--- src/rtl/instr_encoder.sv ---
// ---------------------------------------------------------------------------
// instr_encoder
//   Packs instruction fields into 16-bit words and queues them in a 4-entry
//   FIFO. Each word leaves with an 8-bit instruction-memory address. The
//   address counter advances by one on every pop and wraps from 8'hFF to
//   8'h00.
//
//   Word layout:
//     [15:14] cond
//     [13:10] opcode
//     [9:7]   dest
//     [6:0]   load        when opcode == 4'hF
//     [6:0]   {src1, src2, 1'b0} for every other opcode
//
// Ports
//   clk        : sole clock, rising edge
//   rst        : synchronous active-high reset
//   in_valid   : field set on in_* is valid this cycle
//   in_ready   : FIFO has room (count < 4); driven only from registered state
//   in_cond    : 2-bit condition code
//   in_opcode  : 4-bit opcode
//   in_dest    : 3-bit destination register
//   in_src1    : 3-bit source register 1
//   in_src2    : 3-bit source register 2
//   in_load    : 7-bit load/shift immediate
//   out_valid  : out_instr/out_addr hold a word (count != 0)
//   out_ready  : consumer takes the head word this cycle
//   out_instr  : oldest unpopped word; reads 16'h0000 while the FIFO is empty
//   out_addr   : instruction-memory address for out_instr
//   count      : FIFO occupancy, 0..4
// ---------------------------------------------------------------------------
module instr_encoder (
  input  logic        clk,
  input  logic        rst,
  input  logic        in_valid,
  output logic        in_ready,
  input  logic [1:0]  in_cond,
  input  logic [3:0]  in_opcode,
  input  logic [2:0]  in_dest,
  input  logic [2:0]  in_src1,
  input  logic [2:0]  in_src2,
  input  logic [6:0]  in_load,
  output logic        out_valid,
  input  logic        out_ready,
  output logic [15:0] out_instr,
  output logic [7:0]  out_addr,
  output logic [2:0]  count
);

  // Build one encoded word. Only the fields the opcode uses can reach the
  // output: src1/src2 are dropped for the load opcode, and load is dropped
  // for every other opcode.
  function automatic logic [15:0] encode_word(
    input logic [1:0] cond,
    input logic [3:0] opcode,
    input logic [2:0] dest,
    input logic [2:0] src1,
    input logic [2:0] src2,
    input logic [6:0] load
  );
    logic [15:0] word;
    word[15:14] = cond;
    word[13:10] = opcode;
    word[9:7]   = dest;
    if (opcode == 4'hF) begin
      word[6:0] = load;
    end else begin
      word[6:0] = {src1, src2, 1'b0};
    end
    return word;
  endfunction

  logic [15:0] mem_q [4];
  logic [15:0] mem_d [4];
  logic [1:0]  wr_ptr_q, wr_ptr_d;
  logic [1:0]  rd_ptr_q, rd_ptr_d;
  logic [2:0]  count_q,  count_d;
  logic [7:0]  addr_q,   addr_d;
  logic        push_s;
  logic        pop_s;
  logic [15:0] enc_word_s;

  // Handshake flags and outputs, all derived from registered state.
  always_comb begin
    in_ready   = (count_q < 3'd4);
    out_valid  = (count_q != 3'd0);
    push_s     = in_valid && in_ready;
    pop_s      = out_valid && out_ready;
    enc_word_s = encode_word(in_cond, in_opcode, in_dest, in_src1, in_src2, in_load);
    count      = count_q;
    out_addr   = addr_q;
    // Gate the head entry so an empty FIFO never shows a stale word.
    if (out_valid) begin
      out_instr = mem_q[rd_ptr_q];
    end else begin
      out_instr = 16'h0000;
    end
  end

  // Next-state logic for the storage, pointers, occupancy and address.
  always_comb begin
    for (int i = 0; i < 4; i++) begin
      mem_d[i] = mem_q[i];
    end
    wr_ptr_d = wr_ptr_q;
    rd_ptr_d = rd_ptr_q;
    addr_d   = addr_q;

    if (push_s) begin
      mem_d[wr_ptr_q] = enc_word_s;
      wr_ptr_d        = wr_ptr_q + 2'd1;
    end else begin
      wr_ptr_d = wr_ptr_q;
    end

    if (pop_s) begin
      rd_ptr_d = rd_ptr_q + 2'd1;
      addr_d   = addr_q + 8'd1;
    end else begin
      rd_ptr_d = rd_ptr_q;
      addr_d   = addr_q;
    end

    // A push and a pop in the same cycle cancel out in the occupancy.
    case ({push_s, pop_s})
      2'b10:   count_d = count_q + 3'd1;
      2'b01:   count_d = count_q - 3'd1;
      default: count_d = count_q;
    endcase
  end

  // State registers; reset wins over any push or pop in the same cycle.
  always_ff @(posedge clk) begin
    if (rst) begin
      for (int i = 0; i < 4; i++) begin
        mem_q[i] <= 16'h0000;
      end
      wr_ptr_q <= 2'd0;
      rd_ptr_q <= 2'd0;
      count_q  <= 3'd0;
      addr_q   <= 8'h00;
    end else begin
      for (int i = 0; i < 4; i++) begin
        mem_q[i] <= mem_d[i];
      end
      wr_ptr_q <= wr_ptr_d;
      rd_ptr_q <= rd_ptr_d;
      count_q  <= count_d;
      addr_q   <= addr_d;
    end
  end

endmodule

--- config.mk ---
export PLATFORM = sky130hd
export DESIGN_NAME = instr_encoder
export DESIGN_NICKNAME = d
export VERILOG_FILES = /design/src/rtl/instr_encoder.sv
export SDC_FILE = /design/constraint.sdc
export NUM_CORES = 1
export LEC_CHECK = 0
export ABC_AREA = 1
export CAP_MARGIN = 20
export CORE_MARGIN = 10
export CORE_UTILIZATION = 55
export DETAILED_ROUTE_END_ITERATION = 8
export DONT_BUFFER_PORTS = 1
export PLACE_DENSITY = 0.7
export SLEW_MARGIN = 20
export SYNTH_ARGS = -nofsm -noshare
export SYNTH_HDL_FRONTEND = slang
export SYNTH_SLANG_ARGS = --single-unit
--- constraint.sdc ---
create_clock -name clk -period 2.4 [get_ports clk]
set_clock_uncertainty 0.05 [all_clocks]
set_input_delay 0.12 -clock clk [delete_from_list [all_inputs] [get_ports clk]]
set_output_delay 0.12 -clock clk [all_outputs]
set_load 0.02 [all_outputs]
==> results of run 1 <==
kinds of logic (layout without fill, tap and decap cells):
group	count (synthesis)	count (layout)	synth area share
buf+inv	111	151	0.125
compound gates	188	188	0.254
xor+xnor	1	1	0.00228
fa+ha+maj	7	7	0.0247
flops	81	81	0.421
simple gates	148	148	0.173
registers in the layout, summed over array words and instances (netlist names), named ones only:
name	flops
mem_q	64
out_addr	8
count	3
rd_ptr_q	2
wr_ptr_q	2
through the flow:
stage | setup slack (ns) | utilization | instances
after global routing | 0.0877 | 0.657 | 672
after CTS | 0.294 | 0.657 | 672
after floorplan | 0.327 | - | 536
final | 0.258 | 0.657 | 672
after detailed placement | 0.439 | 0.588 | 627
after global placement | 0.515 | 0.588 | 627
area by class of cell:
type	count	area, µm²	share of cell area
clock buffers	9	124	0.0278
clock inverters	7	55.1	0.0123
inverters	83	319	0.0715
multi-input cells	344	1750	0.392
flip-flops and latches	81	1620	0.363
well taps	96	120	0.0269
repair buffers	52	475	0.107
Yosys cell counts (all sizes together):
cell and instances:
a21oi 103, inv 82, dfxtp 81, nand2 78, o21ai 73, nor2 40
nand3 30, buf 17, o21a 12, clkbuf 11, ha 6, clkinv 1
fa 1, xor2 1
final timing paths:
path                             start                   endpoint  slack, ns  depth (start not counted)
max              count[2]$_SDFFE_PP0P_  mem_q[3][10]$_SDFFE_PP0P_       0.26                          6
min                           in_valid   wr_ptr_q[0]$_SDFFE_PP0P_      0.009                          2
max reg2reg      count[2]$_SDFFE_PP0P_  mem_q[3][10]$_SDFFE_PP0P_       0.26                          6
min reg2reg  mem_q[2][15]$_SDFFE_PP0P_  mem_q[2][15]$_SDFFE_PP0P_       0.40                          2
power breakdown:
group | switching [mW] | internal [mW]
Combinational | 1.04 | 0.544
Sequential | 0.128 | 1.54
Clock | 0.539 | 0.384
worst reg2reg max path, stage by stage, from the launching register on:
cell and delay [ns]:
dfxtp_1 0.33, inv_2 0.18, nand3_2 0.27, inv_2 0.43, nand2_1 0.12, a21oi_1 0.15, dlygate4sd3_1 0.57
routing by layer:
metal / GRT usage / vias to the layer above / wire length (µm)
li1: - / 1812 / -
met2: 0.298 / 80 / 4630
met1: 0.214 / 1633 / 4320
met3: 0.0564 / 12 / 703
met5: 0 / - / 0
met4: 0.0726 / 0 / 138
==> flow_summary.yaml, run 1 <==
cells_and_area:
  drive_gt1_frac: 0.0972
  design_area_mm2: 0.00446
  nFillCells: 624
  diodes: 0
  nNetsFinal: 604
  final_cell_mix: "101 x a21oi_1, 81 x dfxtp_1, 78 x inv_1, 73 x o21ai_0, 72 x nand2_1"
  layout_commonest_cell: "a21oi_1"
  area_growth_pct: 16.0
die:
  rows: 30
  pin_count: 55
  start_util: 0.566
  die_x_um: 104
  die_h_um: 104
  dieArea_mm2: 0.0107
  core_mm2: 0.00679
timing:
  grt_setup_unrepaired: "false"
  hold_ws_ns: 0.00890
  post-route-min-period_ns: 2.14
  worst_pin_slew_ns: 0.995
  maxSlewViolCount: 0
  setup_tns_ns: 0
  final_hold_viol_count: 0
  max_freq_mhz: 467
  timing.final.crit_share: 0.892
  relSlewSlack: 0.335
  finalSetupViolCount: 0
yosys:
  syn_inst: 536
  ys_types: 26
  syn_area_mm2: 0.00385
  yosys_warnings: 0
  synth_largest_area_cell: "dfxtp_1"
  syn_nets: 569
  synth-seq-area-share: 0.421
  synth_top_area_share: 0.421
  yosys-top-cells-area: "dfxtp_1 42%, a21oi_1 13%, o21ai_0 9.5%, inv_1 7.6%, nand2_1 7.0%"
  syn_area_per_cell_um2: 7.18
  ys_ff_latch: 81
drt:
  route.detailed.wl_per_inst_um: 14.6
  via_count: 3537
  vias_per_cell: 5.26
  antenna_left: 0
  routed_wl_mm: 9.78
  drc_errors: 0
  first_pass_iters: 4
  drt_iter0_markers: 163
clocking:
  ctsHoldBuffers: 29
  cts.path.max_buffers: 2
  numCtsBuffers: 9
  path_clk_slew_ns: 0.10
  ctsHtreeMaxLevel: 3
  ctsResizeCount: 0
  cts_setup_buffers: 0
  clkLatencyLatePin_ns: 0.36
  cts_tree: "yes"
  clock-sinks: 81
  cts-root-buf: "clkbuf_8"
worst_hold_path:
  hp-class: "primary input to register"
worst_setup_path:
  cpMostUsedCell: "inv_2"
  cp_slowest_stage_delay_ns: 0.57
  critical_path.top_delay_family: "buffers and inverters"
  path_buf_inv: 3
  cp_slowest_cell: "dlygate4sd3_1"
  worstPathArrival_ns: 2.41
  path_cells: "inv_2, nand3_2, inv_2, nand2_1, a21oi_1, dlygate4sd3_1"
  required_ns: 2.66
  critPathMaxFanout: 23
  criticalPathCategory: "register to register"
  endpoint_kind: "register"
  cp-start-kind: "register"
grt:
  grt_max_degree: 45
  grt.overflow.total: 0
  grt_pass1_vias: 3421
  antenna_found_initial: 0
  grt_first_pass_wirelength_mm: 16.3
  track_usage: 0.181
pwr:
  fin_total_pwr_mw: 4.18
  power_density_mw_per_mm2: 936
  p_leak_nw: 1.85
  peakVddDrop_mv: 0.998
placed_design:
  portBuffers: 0
  hpwl_mm: 6.10
  gp_congestion: 0.801
  placed_area_mm2: 0.00399
status:
  outcome: "finished clean"
job:
  cap_violations: 0
No activity file was read; power rests on OpenSTA's default activity.
==> run 2, diff against run 1 <==
PLACE_DENSITY = unset   (was 0.7)
PLACE_DENSITY_LB_ADDON = 0.1   (was unset)
==> run 2 against run 1 <==
  * Sequential cell count stayed put
  * Critical path type is now register to primary output
  * Non-clock buffer count fell by 7
  * Count of clock-buffer cells in the layout unchanged
==> flow_summary.yaml, run 2 (synthesis results as in run 1) <==
die:
  core_mm2: 0.00679
  rows: 30
  pin_count: 55
  die_h_um: 104
  start_util: 0.566
  die_x_um: 104
  dieArea_mm2: 0.0107
drt:
  antenna_left: 0
  drc_errors: 0
  drt_iter0_markers: 153
  first_pass_iters: 4
  routed_wl_mm: 9.91
  via_count: 3521
  vias_per_cell: 5.30
  route.detailed.wl_per_inst_um: 14.9
clocking:
  cts-root-buf: "clkbuf_8"
  ctsHoldBuffers: 21
  path_clk_slew_ns: 0.08
  cts.path.max_buffers: 2
  ctsHtreeMaxLevel: 3
  clkLatencyLatePin_ns: 0.36
  cts_tree: "yes"
  numCtsBuffers: 9
  cts_setup_buffers: 0
  clock-sinks: 81
  ctsResizeCount: 0
worst_hold_path:
  hold_depth: 4
  whs_endpoint: "mem_q[1][3]$_SDFFE_PP0P_"
  hp-start: "in_load[3]"
  hp-class: "primary input to register"
worst_setup_path:
  criticalPathCategory: "register to primary output"
  path_buf_inv: 3
  critical_path.top_delay_family: "buffers and inverters"
  required_ns: 2.23
  rr_worst_depth: 6
  worstPathArrival_ns: 1.99
  cpMostUsedCell: "buf_4"
  timing.rr.end: "mem_q[3][7]$_SDFFE_PP0P_"
  reg2reg_setup_slack_ns: 0.28
  critPathMaxFanout: 10
  r2r_start: "wr_ptr_q[0]$_SDFFE_PP0P_"
  endpoint_kind: "primary output"
  path_cells: "nor2_1, nand2_1, inv_1, buf_4, a21oi_1, buf_4"
  cp_slowest_stage_delay_ns: 0.50
  cp_slowest_cell: "dfxtp_1"
  cp-start-kind: "register"
pwr:
  p_leak_nw: 1.83
  p_int_mw: 2.54
  power.switching_mw: 1.66
  combPwrFrac: 0.373
  seq_power_share: 0.398
  p_clk_frac: 0.229
  power_density_mw_per_mm2: 957
  peakVddDrop_mv: 0.847
  switching_share: 0.395
cells_and_area:
  layout_commonest_cell: "a21oi_1"
  top_register: "mem_q"
  largest_reg_flops: 64
  area_growth_pct: 13.9
  nNetsFinal: 597
  drive_gt1_frac: 0.0986
  fin_util: 0.645
  diodes: 0
  final_cell_mix: "101 x a21oi_1, 81 x dfxtp_1, 78 x inv_1, 73 x o21ai_0, 72 x nand2_1"
timing:
  relSlewSlack: 0.326
  post-route-min-period_ns: 2.16
  grt_setup_unrepaired: "false"
  maxSlewViolCount: 0
  final_hold_viol_count: 0
  max_freq_mhz: 463
  worst_pin_slew_ns: 1.01
  setup_tns_ns: 0
  timing.final.crit_share: 0.900
  finalSetupViolCount: 0
grt:
  track_usage: 0.187
  grt_first_pass_wirelength_mm: 16.9
  grt.overflow.total: 0
  grt_max_degree: 33
  antenna_found_initial: 0
  grt_pass1_vias: 3470
status:
  outcome: "finished clean"
placed_design:
  portBuffers: 0
  hpwl_mm: 6.36
  gp_congestion: 0.810
job:
  cap_violations: 0
==> run 2: changes by cell type in the layout (fill, tap and decap cells not counted), moves of 2 or more <==
| cell | previous run | this run |
|---|---|---|
| buf_4 | 22 | 24 |
| clkinv_2 | 1 | 3 |
| clkinv_4 | 2 | 0 |
| dlygate4sd3_1 | 29 | 21 |
| inv_6 | 3 | 1 |
==> run 2: worst register-to-register path, delay by kind of cell, from the launching register on <==
| kind | cells | cell delay (ns) |
|---|---|---|
| flip-flops | 1 | 0.37 |
| AO/OA/AOI/OAI | 1 | 0.13 |
| buffers and inverters | 2 | 0.99 |
| AND/OR/NAND/NOR | 2 | 0.34 |
| adder cells (fa/ha/maj) | 1 | 0.18 |
==> run 2: power groups by stage <==
stage,clock network (mW),logic [mW],registers (mW)
finish,0.960,1.57,1.67
global route,1.03,1.75,1.70
CTS,0.971,1.56,1.67
detailed placement,0,1.51,1.70
global placement,0,1.49,1.69
floorplan,0,1.08,1.68
==> run 2: through the flow <==
step           area [µm²]  worst slack (ns)  total power [mW]  hold slack, ns  instances
2_1_floorplan        3850             0.327              2.76           0.205        536
3_3_place_gp         3990             0.523              3.19           0.145        628
3_5_place_dp         3990             0.466              3.22           0.148        628
4_1_cts              4380             0.223              4.21        0.000542        664
5_1_grt              4380            0.0901              4.47          0.0311        664
6_report             4380             0.241              4.20         0.00777        664
==> run 2: area by class of cell <==
cell class                 count  area, µm²
fill                         610       2410
multi-input combinational    344       1750
sequential                    81       1620
timing repair buffer          45        390
inverter                      83        319
clock buffer                   9        124
tap                           96        120
clock inverter                 6       60.1
==> run 2: worst max path at each step <==
stage / startpoint / cells past startpoint / end
finish: count[1]$_SDFFE_PP0P_ / 6 / out_instr[7]
CTS: count[1]$_SDFFE_PP0P_ / 6 / out_instr[14]
global route: count[1]$_SDFFE_PP0P_ / 6 / out_instr[7]
global placement: count[1]$_SDFFE_PP0P_ / 9 / count[2]$_SDFFE_PP0P_
detailed placement: count[1]$_SDFFE_PP0P_ / 9 / count[2]$_SDFFE_PP0P_
floorplan: count[2]$_SDFFE_PP0P_ / 10 / count[2]$_SDFFE_PP0P_
==> run 2: routing by layer <==
layer	part of all wire	up-vias	global-route usage	routed length [µm]
met4	0.016	0	0.0755	163
met3	0.068	14	0.0527	673
li1	-	1790	-	-
met5	0	-	0	0
met2	0.48	90	0.309	4770
met1	0.43	1627	0.223	4300
